--- config.mk ---
export PLATFORM = sky130hd
export DESIGN_NAME = bcd_subtractor_serial
export DESIGN_NICKNAME = d
export VERILOG_FILES = /design/src/rtl/bcd_subtractor_serial.sv
export SDC_FILE = /design/constraint.sdc
export NUM_CORES = 1
export LEC_CHECK = 0
export ABC_AREA = 1
export CORE_ASPECT_RATIO = 0.6
export CORE_MARGIN = 3
export CORE_UTILIZATION = 53
export CTS_CLUSTER_SIZE = 40
export DETAILED_ROUTE_END_ITERATION = 10
export PLACE_DENSITY_LB_ADDON = 0.1
export SYNTH_ARGS = -nofsm -noshare
export SYNTH_HDL_FRONTEND = slang
export SYNTH_SLANG_ARGS = --single-unit
--- constraint.sdc ---
create_clock -name clk -period 3.4 [get_ports clk]
set_input_delay 0.68 -clock clk [delete_from_list [all_inputs] [get_ports clk]]
set_output_delay 0.68 -clock clk [all_outputs]
set_load 0.1 [all_outputs]
--- src/rtl/bcd_subtractor_serial.sv ---
// Digit-serial n-digit BCD subtractor: D = X - Y, one digit per clock, LSD first.
// Produces a ten's-complement result with b_out=1 when X < Y; invalid digits force D=0 and err=1.
module bcd_subtractor_serial #(
    parameter int n = 4
) (
    input  logic           clk,
    input  logic           reset,
    input  logic           start,
    input  logic [4*n-1:0] X,
    input  logic [4*n-1:0] Y,
    output logic [4*n-1:0] D,
    output logic           b_out,
    output logic           busy,
    output logic           done,
    output logic           err
);

    localparam int IW = (n > 1) ? $clog2(n) : 1;

    typedef enum logic [1:0] {IDLE, CALC, DONE} state_t;

    state_t         state, state_nxt;
    logic [4*n-1:0] x_reg, y_reg, work, work_nxt;
    logic [IW-1:0]  idx;
    logic [IW+1:0]  base;
    logic           borrow, borrow_nxt, bad, last;
    logic [3:0]     xd, yd, dig;
    logic signed [4:0] t;

    function automatic logic has_bad_digit(input logic [4*n-1:0] v);
        logic r;
        r = 1'b0;
        for (int unsigned i = 0; i < n; i++) begin
            if (v[4*i +: 4] > 4'd9) r = 1'b1;
        end
        return r;
    endfunction

    always_comb begin
        state_nxt = state;
        busy      = 1'b0;
        done      = 1'b0;
        unique case (state)
            IDLE: if (start) state_nxt = CALC;
            CALC: begin
                busy = 1'b1;
                if (last) state_nxt = DONE;
            end
            DONE: begin
                done      = 1'b1;
                state_nxt = IDLE;
            end
            default: state_nxt = IDLE;
        endcase
    end

    // One digit of the borrow chain; 5-bit signed holds x - y - b for any 4-bit digits.
    always_comb begin
        base       = {idx, 2'b00};
        last       = (idx == IW'(n - 1));
        xd         = x_reg[base +: 4];
        yd         = y_reg[base +: 4];
        t          = $signed({1'b0, xd}) - $signed({1'b0, yd}) - $signed({4'b0000, borrow});
        dig        = t[3:0];
        borrow_nxt = 1'b0;
        if (t[4]) begin
            dig        = t[3:0] + 4'd10;
            borrow_nxt = 1'b1;
        end
        work_nxt            = work;
        work_nxt[base +: 4] = dig;
    end

    always_ff @(posedge clk) begin
        if (reset) begin
            state  <= IDLE;
            x_reg  <= '0;
            y_reg  <= '0;
            work   <= '0;
            idx    <= '0;
            borrow <= 1'b0;
            bad    <= 1'b0;
            D      <= '0;
            b_out  <= 1'b0;
            err    <= 1'b0;
        end else begin
            state <= state_nxt;
            unique case (state)
                IDLE: if (start) begin
                    x_reg  <= X;
                    y_reg  <= Y;
                    work   <= '0;
                    idx    <= '0;
                    borrow <= 1'b0;
                    bad    <= has_bad_digit(X) | has_bad_digit(Y);
                end
                CALC: begin
                    work   <= work_nxt;
                    borrow <= borrow_nxt;
                    if (last) begin
                        D     <= bad ? '0 : work_nxt;
                        b_out <= bad ? 1'b0 : borrow_nxt;
                        err   <= bad;
                    end else begin
                        idx <= idx + 1'b1;
                    end
                end
                default: ;
            endcase
        end
    end

endmodule

==> metrics.txt <==
status=finished, final reports clean; Max Clk Rate=around 310 MHz; Synth Area per Inst=7.06 sq um; multi-input logic area=1730 sq um; Pint=approximately 1.6 mW; startpoint types=register; PwrDens=about 540 nW/um^2; via count=roughly 3400; root buffer cell=clkbuf_8; Slew @ Worst Pin=974 ps; DRT antenna net count=0; Setup Viol. Count Final=0; initial antenna violation count=0; #FFs+latches synth=72; die extent in x=approximately 110 microns; number of global-route vias before repair=around 3100; final net count=between 500 and 600; CP Max Fanout=12; FF-to-FF path depth=17; GRT Max-Usage Layer=met2; Filler Cells Inserted=~500; min-delay worst type=reg2reg; Clock Skews=roughly 8.9 ps; antenna cells=0; TritonCTS Sinks=~70; CTS Buffer Depth=2; global-route wire length before repair=14600 microns; placed insts=around 600; initial DRC count=about 380; # IOs=55; Yosys Warn Count=0; H-Tree Level Count=3; crit-path cells=inv_2 > nand2_1 > a32o_1 > fa_1 > fa_1 > nand2_1 > nand2_1 > ha_1 > inv_1 > nand3_1 > nand2_1 > nand3b_4 > nand2_2 > nand4_1 > nand2_1 > nand2_1 > a21oi_1; cell count after synthesis=between 400 and 500; DRC Markers=0; Clock power frac=a little over a third; Non-Filler Instances=around 620; Setup TNS=0 ps; Setup CP Type=reg2reg; # Max-Cap Violations=0; Worst-Skew Late Latency=roughly 340 ps; cell mode on critical path=nand2_1; area of the mapped netlist=approximately 3400 sq um; Mapped Nets=between 500 and 600; met1 Track Usage GR=36.2%; sw power=between 700 and 800 uW; Worst EP required=~3700 ps; initial core utilization=between 50% and 60%; logic gate share of total power=a little under a quarter; postcts setup bufs=0; met3 Use GR=under 10%; Crit-path slowest cell=fa_1; Hold Fails Final Rpt=0; clock buffers created by TritonCTS=9; die area=~7400 sq um; CP arrival=between 3000 and 4000 ps; gp weighted congestion=between 0.9 and 1; wire length per cell=between 10 and 15 microns; CP peak stage delay=roughly 450 ps; leakage=1.74 nW; Via density=5.46; total gr overflow=0; sequential share of power=~40%; RSZ-0062 raised after global routing=false; CTS tree=yes; worst vdd ir=between 200 and 300 uV; Pre-antenna DRT Iters=5; FF+latch area=between 1000 and 1500 sq um; sequential share of the synthesized area=approximately 42%; count of different cell masters after synthesis=29; Clock transition at path regs=80 ps; Period Utilization, post-route=~94%; Finished Cell Area=roughly 4200 sq um; die height=68.1 microns; # rows=21; M2 GR Usage=roughly two fifths; area post-placement=3980 sq um; Area Overhead vs Synth=24.5%; relative slew slack=between 30% and 40%; Slew Viols, Final=0; critical path endpoint category=register; GRT Resource Usage Total=25.4%; hold path cells=2; largest net degree at the start of global routing=42; Buffers on Ports=54; detailed placer's ending HPWL=6500 microns; drt total wl=around 9100 microns; Sw Share=30.5%; fin crit period=around 3200 ps; Overall Power=2.30 mW; layout cells sized above 1=between 10% and 20%; core area=roughly 5900 sq um
## power by group through the flow
| stage | Combinational, mW | Clock, mW | Sequential [mW] |
|---|---|---|---|
| detailed placement | 0.531 | 0 | 0.930 |
| global placement | 0.510 | 0 | 0.929 |
| CTS | 0.537 | 0.845 | 0.912 |
| finish | 0.548 | 0.840 | 0.913 |
| global route | 0.599 | 0.880 | 0.917 |
| floorplan | 0.383 | 0 | 0.922 |
## logic make-up (layout without fill, tap and decap cells)
| family | Yosys count | count (layout) | share of synthesized area [%] |
|---|---|---|---|
| adder cells (fa/ha/maj) | 13 | 13 | 5.22 |
| buffers and inverters | 57 | 113 | 6.73 |
| flip-flops | 72 | 72 | 42.4 |
| AO/OA/AOI/OAI | 108 | 108 | 17.1 |
| XOR/XNOR | 1 | 1 | 0.478 |
| AND/OR/NAND/NOR | 231 | 231 | 28.1 |
## cell usage in the layout (no fill, tap or decap)
| cell | n |
|---|---|
| a211oi_1 | 1 |
| bufinv_16 | 3 |
| clkinvlp_4 | 1 |
| and2_1 | 1 |
| nand2_2 | 3 |
| fa_1 | 2 |
| nand4_1 | 4 |
| inv_6 | 1 |
| o2111ai_1 | 1 |
| clkinv_4 | 1 |
| o21ai_0 | 51 |
| a32o_1 | 3 |
| a21oi_1 | 43 |
| o31ai_1 | 2 |
| nand3_1 | 10 |
| xnor2_2 | 1 |
| dfxtp_1 | 71 |
| buf_4 | 25 |
| o22ai_1 | 5 |
| nand3b_4 | 1 |
| nor2_1 | 78 |
| clkdlybuf4s50_1 | 40 |
| nand2_1 | 125 |
| inv_1 | 31 |
| o21ai_2 | 2 |
| nor3_1 | 1 |
| ha_1 | 11 |
| dfxtp_2 | 1 |
| inv_2 | 1 |
| nor2_2 | 3 |
| nand3_2 | 4 |
| nand2_4 | 1 |
| clkbuf_8 | 10 |
## synthesized netlist by cell type (all sizes together)
library cell    n  area share (%)
ha             11             4.0
a21oi          43             6.3
xnor2           1            0.48
dfxtp          72              42
o22ai           5            0.92
o21ai          53             8.0
o2111ai         1            0.26
inv            32             3.5
nand3          14             2.6
nand4           4            0.74
fa              2             1.2
and2            1            0.18
buf             8             1.3
nor2           81             9.2
clkbuf         17             1.9
a32o            3            0.88
nor3            1            0.15
nand2         129              15
nand3b          1            0.59
o31ai           2            0.44
a211oi          1            0.22
## routing by layer
layer	vias up	routed length [microns]	part of all wire, %
li1	1665	-	-
met1	1580	4400	49
met2	125	3910	43
met3	7	710	7.8
met4	0	43	0.47
met5	-	0	0
## area by class of cell
class	count	area share [%]
clock buffers	10	3.25
inverters	32	2.84
well taps	80	2.36
flip-flops and latches	72	34.1
clock inverters	6	2.72
repair buffers	65	13.9
multi-input cells	353	40.9
## worst paths after layout
kind,from,to,slack [ps]
min,x_reg[2]$_SDFFE_PP0P_,x_reg[2]$_SDFFE_PP0P_,460
min reg2reg,x_reg[2]$_SDFFE_PP0P_,x_reg[2]$_SDFFE_PP0P_,460
max,idx[0]$_SDFFE_PP0P_,work[15]$_SDFFE_PP0P_,200
max reg2reg,idx[0]$_SDFFE_PP0P_,work[15]$_SDFFE_PP0P_,200
## stage by stage
stage | utilization [%] | setup WS [ps] | hold slack (ps)
6_report | 72.0 | 195 | 457
5_1_grt | 72.0 | 18.7 | 473
2_1_floorplan | - | 391 | 424
3_3_place_gp | 67.6 | 334 | 440
3_5_place_dp | 67.6 | 231 | 441
4_1_cts | 71.9 | 139 | 452
## timing repair
| item | CTS | global route |
|---|---|---|
| setup endpoints to repair | 0 | 20 |
| hold buffers | 0 | 0 |
| gates resized for setup | 0 | 1 |
## critical path: cells and delay by family (launching register included)
| kind | cells | cell delay [ps] |
|---|---|---|
| fa+ha+maj | 3 | 1070 |
| buf+inv | 2 | 260 |
| compound gates | 2 | 430 |
| flops | 1 | 390 |
| simple gates | 10 | 980 |
(Power assumes the default switching activity.)
